**src/rtl/hack_sram_pkg.sv**
```systemverilog
// Shared types and default timing for the SRAM arbiter.
package hack_sram_pkg;

  typedef enum logic [2:0] {
    IDLE,
    READ,
    WSETUP,
    WPULSE,
    WHOLD,
    DONE
  } state_t;

  typedef enum logic {
    PORT_A = 1'b0,
    PORT_B = 1'b1
  } port_t;

  localparam int ADDR_W_DEF   = 18;
  localparam int RD_WAIT_DEF  = 1;
  localparam int WR_PULSE_DEF = 2;
  localparam int WR_HOLD_DEF  = 1;

endpackage

```
**src/rtl/sram_phase_timer.sv**
```systemverilog
// Loadable 4-bit down-counter; zero flags the last cycle of a timed phase.
module sram_phase_timer (
  input  logic       clk,
  input  logic       rstn,
  input  logic       load,
  input  logic [3:0] load_val,
  output logic       zero
);

  logic [3:0] count;

  always_ff @(posedge clk) begin
    if (!rstn) begin
      count <= '0;
    end else if (load) begin
      count <= load_val;
    end else if (count != 4'd0) begin
      count <= count - 4'd1;
    end
  end

  assign zero = (count == 4'd0);

endmodule

```
**src/rtl/sram_arbiter.sv**
```systemverilog
// Two-port round-robin sequencer for an external asynchronous 16-bit SRAM.
// Strobes are registered from next_state so each phase starts cleanly on an edge.
module sram_arbiter
  import hack_sram_pkg::*;
#(
  parameter int ADDR_W   = ADDR_W_DEF,
  parameter int RD_WAIT  = RD_WAIT_DEF,
  parameter int WR_PULSE = WR_PULSE_DEF,
  parameter int WR_HOLD  = WR_HOLD_DEF
) (
  input  logic              clk,
  input  logic              rstn,
  input  logic              a_req,
  input  logic [ADDR_W-1:0] a_addr,
  output logic [15:0]       a_rdata,
  output logic              a_ack,
  input  logic              b_req,
  input  logic              b_we,
  input  logic [ADDR_W-1:0] b_addr,
  input  logic [15:0]       b_wdata,
  output logic [15:0]       b_rdata,
  output logic              b_ack,
  output logic [ADDR_W-1:0] sram_addr,
  output logic [15:0]       sram_dout,
  output logic              sram_doe,
  input  logic [15:0]       sram_din,
  output logic              sram_cen,
  output logic              sram_oen,
  output logic              sram_wen
);

  // Timer is loaded with length-1 so the zero flag marks the final cycle.
  localparam logic [3:0] RD_LOAD = 4'(RD_WAIT - 1);
  localparam logic [3:0] WP_LOAD = 4'(WR_PULSE - 1);
  localparam logic [3:0] WH_LOAD = 4'(WR_HOLD - 1);

  state_t     state, next_state;
  port_t      grant, grant_nxt, last_grant;
  logic       take;
  logic       load;
  logic [3:0] load_val;
  logic       timer_zero;

  sram_phase_timer u_timer (
    .clk      (clk),
    .rstn     (rstn),
    .load     (load),
    .load_val (load_val),
    .zero     (timer_zero)
  );

  always_comb begin
    next_state = state;
    grant_nxt  = grant;
    take       = 1'b0;
    load       = 1'b0;
    load_val   = RD_LOAD;
    case (state)
      IDLE: begin
        if (a_req || b_req) begin
          take = 1'b1;
          if (a_req && b_req)
            grant_nxt = (last_grant == PORT_A) ? PORT_B : PORT_A;
          else
            grant_nxt = a_req ? PORT_A : PORT_B;
          if (grant_nxt == PORT_B && b_we) begin
            next_state = WSETUP;
          end else begin
            next_state = READ;
            load       = 1'b1;
            load_val   = RD_LOAD;
          end
        end
      end
      READ:   if (timer_zero) next_state = DONE;
      WSETUP: begin
        next_state = WPULSE;
        load       = 1'b1;
        load_val   = WP_LOAD;
      end
      WPULSE: begin
        if (timer_zero) begin
          next_state = WHOLD;
          load       = 1'b1;
          load_val   = WH_LOAD;
        end
      end
      WHOLD:  if (timer_zero) next_state = DONE;
      DONE:   next_state = IDLE;
      default: next_state = IDLE;
    endcase
  end

  always_ff @(posedge clk) begin
    if (!rstn) begin
      state      <= IDLE;
      grant      <= PORT_A;
      last_grant <= PORT_B;
      sram_addr  <= '0;
      sram_dout  <= '0;
      sram_cen   <= 1'b1;
      sram_oen   <= 1'b1;
      sram_wen   <= 1'b1;
      sram_doe   <= 1'b0;
      a_ack      <= 1'b0;
      b_ack      <= 1'b0;
      a_rdata    <= '0;
      b_rdata    <= '0;
    end else begin
      state    <= next_state;
      sram_cen <= !(next_state inside {READ, WSETUP, WPULSE, WHOLD});
      sram_oen <= (next_state != READ);
      sram_wen <= (next_state != WPULSE);
      sram_doe <= (next_state inside {WSETUP, WPULSE, WHOLD});
      a_ack    <= (next_state == DONE) && (grant == PORT_A);
      b_ack    <= (next_state == DONE) && (grant == PORT_B);
      if (take) begin
        grant      <= grant_nxt;
        last_grant <= grant_nxt;
        if (grant_nxt == PORT_A) begin
          sram_addr <= a_addr;
        end else begin
          sram_addr <= b_addr;
          sram_dout <= b_wdata;
        end
      end
      if (state == READ && timer_zero) begin
        if (grant == PORT_A) a_rdata <= sram_din;
        else                 b_rdata <= sram_din;
      end
    end
  end

endmodule

```
**config.mk**
```make
export PLATFORM = sky130hd
export DESIGN_NAME = sram_arbiter
export DESIGN_NICKNAME = d
export VERILOG_FILES = /design/src/rtl/hack_sram_pkg.sv /design/src/rtl/sram_phase_timer.sv /design/src/rtl/sram_arbiter.sv
export SDC_FILE = /design/constraint.sdc
export NUM_CORES = 1
export LEC_CHECK = 0
export CORE_MARGIN = 2
export CORE_UTILIZATION = 41
export DETAILED_ROUTE_END_ITERATION = 10
export PLACE_DENSITY = 0.79
export SYNTH_ARGS = -nofsm -noshare
export SYNTH_HDL_FRONTEND = slang
export SYNTH_HIERARCHICAL = 1
export SYNTH_SLANG_ARGS = --single-unit
```
**constraint.sdc**
```tcl
create_clock -name clk -period 2.9 [get_ports clk]
set_clock_uncertainty 0.1 [all_clocks]
set_input_delay 0.58 -clock clk [delete_from_list [all_inputs] [get_ports clk]]
set_output_delay 0.58 -clock clk [all_outputs]
set_load 0.02 [all_outputs]
```
==> reports/results.md <==
| Item | This run | Unit |
|---|---|---|
| Number of enable-type register cells in the synthesized netlist | 0 | - |
| Worst rel slew slack | 54.19 | % |
| I/O Buffers | 144 | - |
| Slew at the pin with the worst max-slew slack | 0.6851 | ns |
| Type of element capturing the critical path | flop | - |
| Largest stage delay on the critical path | 0.51 | ns |
| Final count of negative-setup-slack endpoints | 0 | - |
| Hold-fix buffer count after cts | 0 | - |
| Number of antenna violations at the first check in global routing | 0 | - |
| Slack of the worst reg-to-reg path | 0.53 | ns |
| Diode count | 0 | - |
| Sequential Power Share | 37.9 | % |
| Min-Delay Path Class | reg -> reg | - |
| Resize count post-CTS | 0 | - |
| Fraction of the yosys area taken by sequential cells | 50.78 | % |
| HPWL after detailed placement | 6223 | um |
| Die boundary width | 92.25 | um |
| Reported leakage power | 1.800 | nW |
| Number of remaining DRC errors | 0 | - |
| Clock Latency Late Sink | 0.33 | ns |
| Starting DRT DRC Count | 101 | - |
| Maximum count of clock buffers along a single path | 2 | - |
| Synth async-reset ratio | 0 | % |
| Initial Util | 41.75 | % |
| Die area | 8510 | um^2 |
| WS Path Type | reg -> reg | - |
| Buffer type at the clock tree root | sky130_fd_sc_hd__clkbuf_8 | - |
| Hold Crit Depth | 2 | - |
| Via count of the first global-routing pass | 3090 | - |
| Router iterations before antenna repair | 4 | - |
| Share of total power in the clock network | 23.0 | % |
| Total track usage | 20.40 | % |
| Total of flip-flops plus latches after synthesis | 81 | - |
| Yosys warning total | 6 | - |
| CP Launch Point | u_timer/count[0]$_SDFFE_PN0P_ | - |
| Count of final hold-check violations | 0 | - |
| Vias after detailed routing | 3038 | - |
| Fmax | 421.4 | MHz |
| Mux cell area share after synthesis | 5.682 | % |
| Number of cell rows | 32 | - |
| Chip Height | 92.25 | um |
| Endpoint with the worst hold slack | a_rdata[8]$_SDFFE_PN0P_ | - |
| Minimum clock period | 2.373 | ns |
| Max capacitance violation total | 0 | - |
| Post-DP Area | 4702 | um^2 |
| Final total power | 3.879 | mW |
| Area of all placed cells without fillers | 4918 | um^2 |
| Cell-by-cell listing of the critical path | inv_1 > ha_1 > nor3b_4 > and3b_1 > nand3b_1 > nand2_1 > a21oi_1 | - |
| Unrepaired setup endpoints after global routing | false | - |
| Worst slack at placement | 0.5248 | ns |
| Routability congestion estimate | 0.7576 | - |
| Antenna viol nets, final | 0 | - |
| Data required time at the worst endpoint | 3.01 | ns |
| Vias per Instance | 4.940 | - |
| Total net switching power | 1.318 | mW |
| Dominant combinational cell family by area after synthesis | simple AND/OR/NAND/NOR gates | - |
| CP max-delay cell | sky130_fd_sc_hd__nand3b_1 | - |
| Final worst slack | 0.5270 | ns |
| Final global-route overflow total | 0 | - |
| I/O pin cnt | 145 | - |
| Post-synthesis cell count | 370 | - |
| Post-CTS repair timing setup buffer count | 0 | - |
| Peak VDD IR | 0.0003837 | V |
| Combined area of all synthesized cells | 3193 | um^2 |
| Total CTS buffers | 9 | - |
| Comb pwr share | 39.1 | % |
| Synthesized area per cell | 8.630 | um^2 |
| Wire length of the first global-routing pass | 14030 | um |
| Share of final-layout standard cells stronger than drive strength 1 | 5.848 | % |
| Clock tree from TritonCTS | done | - |
| Launch point of the worst hold path | a_rdata[8]$_SDFFE_PN0P_ | - |
| Number of sinks handled by clock tree synthesis | 81 | - |
| Max Fanout on Critical Path | 16 | - |
| Worst reg2reg path startpoint | u_timer/count[0]$_SDFFE_PN0P_ | - |
| Fin Setup TNS | 0 | ns |
| Commonest non-fill, non-tap cell in the layout | sky130_fd_sc_hd__clkdlybuf4s50_1 | - |
| XOR/XNOR Fraction of Synth Area | 0.8229 | % |
| Reg clk slew, reported paths | 0.08 | ns |
| Fin. max-slew vios | 0 | - |
| Primary FF master, synth | sky130_fd_sc_hd__dfxtp_1 | - |
| Buf/Inv on CP | 1 | - |
| Run status | finished clean | - |
| Routed WL per cell | 14.14 | um |
| Path depth of the worst reg2reg path | 7 | - |
| Arr. time, crit path | 2.48 | ns |
| Area share of fa/ha/maj cells after synthesis | 0.3918 | % |
| Worst hold slack after final layout | 0.3564 | ns |
| Core Region | 7647 | um^2 |
| Total detailed-routing wirelength | 8694 | um |
| Final nets | 584 | - |
| Largest net degree at the start of global routing | 71 | - |
| H-tree level count | 3 | - |
| Synth Area in Simple Gates | 21.87 | % |
| P&R area growth vs syn | 54.04 | % |
| Share of total power consumed by net switching | 33.97 | % |
| Critical Path Start Type | flop | - |
| Compound-cell area share of the yosys netlist | 15.60 | % |
| Gate family responsible for the most delay along the worst path | simple AND/OR/NAND/NOR gates | - |
| Cell variety after synth | 43 | - |
| Total internal power | 2.561 | mW |
| Endpoint of the worst-slack reg-to-reg timing path | a_rdata[4]$_SDFFE_PN0P_ | - |
| Final period utilization | 81.83 | % |
| Total power divided by cell area | 788.7 | nW/um^2 |
| Most used cells in the layout excluding fill and tap cells | sky130_fd_sc_hd__clkdlybuf4s50_1 (144), sky130_fd_sc_hd__nand2_1 (96), sky130_fd_sc_hd__dfxtp_1 (81) | - |
-- worst max-delay path by stage --
stage	endpoint	slack, ns	cells after the start
after floorplan	a_rdata[10]$_SDFFE_PN0P_	0.80	9
after global placement	u_timer/count[3]$_SDFFE_PN0P_	0.62	7
after detailed placement	u_timer/count[3]$_SDFFE_PN0P_	0.52	7
after CTS	a_rdata[5]$_SDFFE_PN0P_	0.52	7
after global routing	b_rdata[5]$_SDFFE_PN0P_	0.32	7
final	a_rdata[4]$_SDFFE_PN0P_	0.53	7
-- metal layers --
| layer | GRT usage [%] | up-vias | wire length, um |
|---|---|---|---|
| met4 | 6.841 | 0 | 51 |
| met1 | 22.80 | 1407 | 3553 |
| met3 | 6.820 | 6 | 696 |
| met2 | 36.27 | 101 | 4392 |
| met5 | 0 | - | 0 |
| li1 | - | 1524 | - |
-- worst register-to-register path, delay by kind of cell (launching register included) --
kind,cells,cell delay (ns)
simple gates,4,1.44
flops,1,0.33
fa+ha+maj,1,0.21
buf+inv,1,0.09
compound gates,1,0.09
-- flip-flops by register name, indices dropped and copies added, names as in the netlist, 3 cells and up --
name / flops
b_rdata: 16
sram_addr: 18
sram_dout: 16
u_timer/count: 4
state: 3
a_rdata: 16
-- kinds of logic (layout without fill, tap and decap cells) --
kind of cell | Yosys count | count (layout)
fa+ha+maj | 1 | 1
other cells | 1 | 3
buf+inv | 29 | 170
flops | 81 | 81
simple gates | 160 | 160
mux | 18 | 18
xor+xnor | 3 | 3
compound gates | 77 | 77
-- stage by stage --
step / std cells / utilization, %
floorplan: 372 / -
global placement: 601 / 61.49
detailed placement: 601 / 61.49
CTS: 615 / 64.32
global route: 615 / 64.32
finish: 615 / 64.32
-- Yosys cell counts, drive strengths merged, types with 4 or more instances --
master  count  area (um^2)
a21oi      43        215.2
a22oi       8        60.06
a311oi     11        96.34
buf        11        83.82
clkbuf     13        48.80
dfxtp      81         1622
inv         5        18.76
mux2i      17        170.2
nand2      96        360.4
nand2b      5        31.28
nand3       9        45.04
nor2       34        130.1
nor3        5        30.03
o21ai       4        23.77
-- power groups by stage --
stage | Sequential (mW) | Combinational [mW] | Clock, mW
after floorplan | 1.67 | 0.743 | 0
after global placement | 1.49 | 1.48 | 0
after detailed placement | 1.50 | 1.53 | 0
after CTS | 1.47 | 1.53 | 0.918
after global routing | 1.50 | 1.65 | 0.961
final | 1.47 | 1.52 | 0.891
-- cell type report --
| type | count | area, um^2 |
|---|---|---|
| clock buffer | 11 | 151.4 |
| clock inverter | 3 | 65.06 |
| fill | 656 | 2729 |
| inverter | 5 | 18.77 |
| multi-input combinational | 262 | 1428 |
| sequential | 81 | 1622 |
| tap | 102 | 127.6 |
| timing repair buffer | 151 | 1506 |
Note: power is estimated with default switching activity, not from simulation.
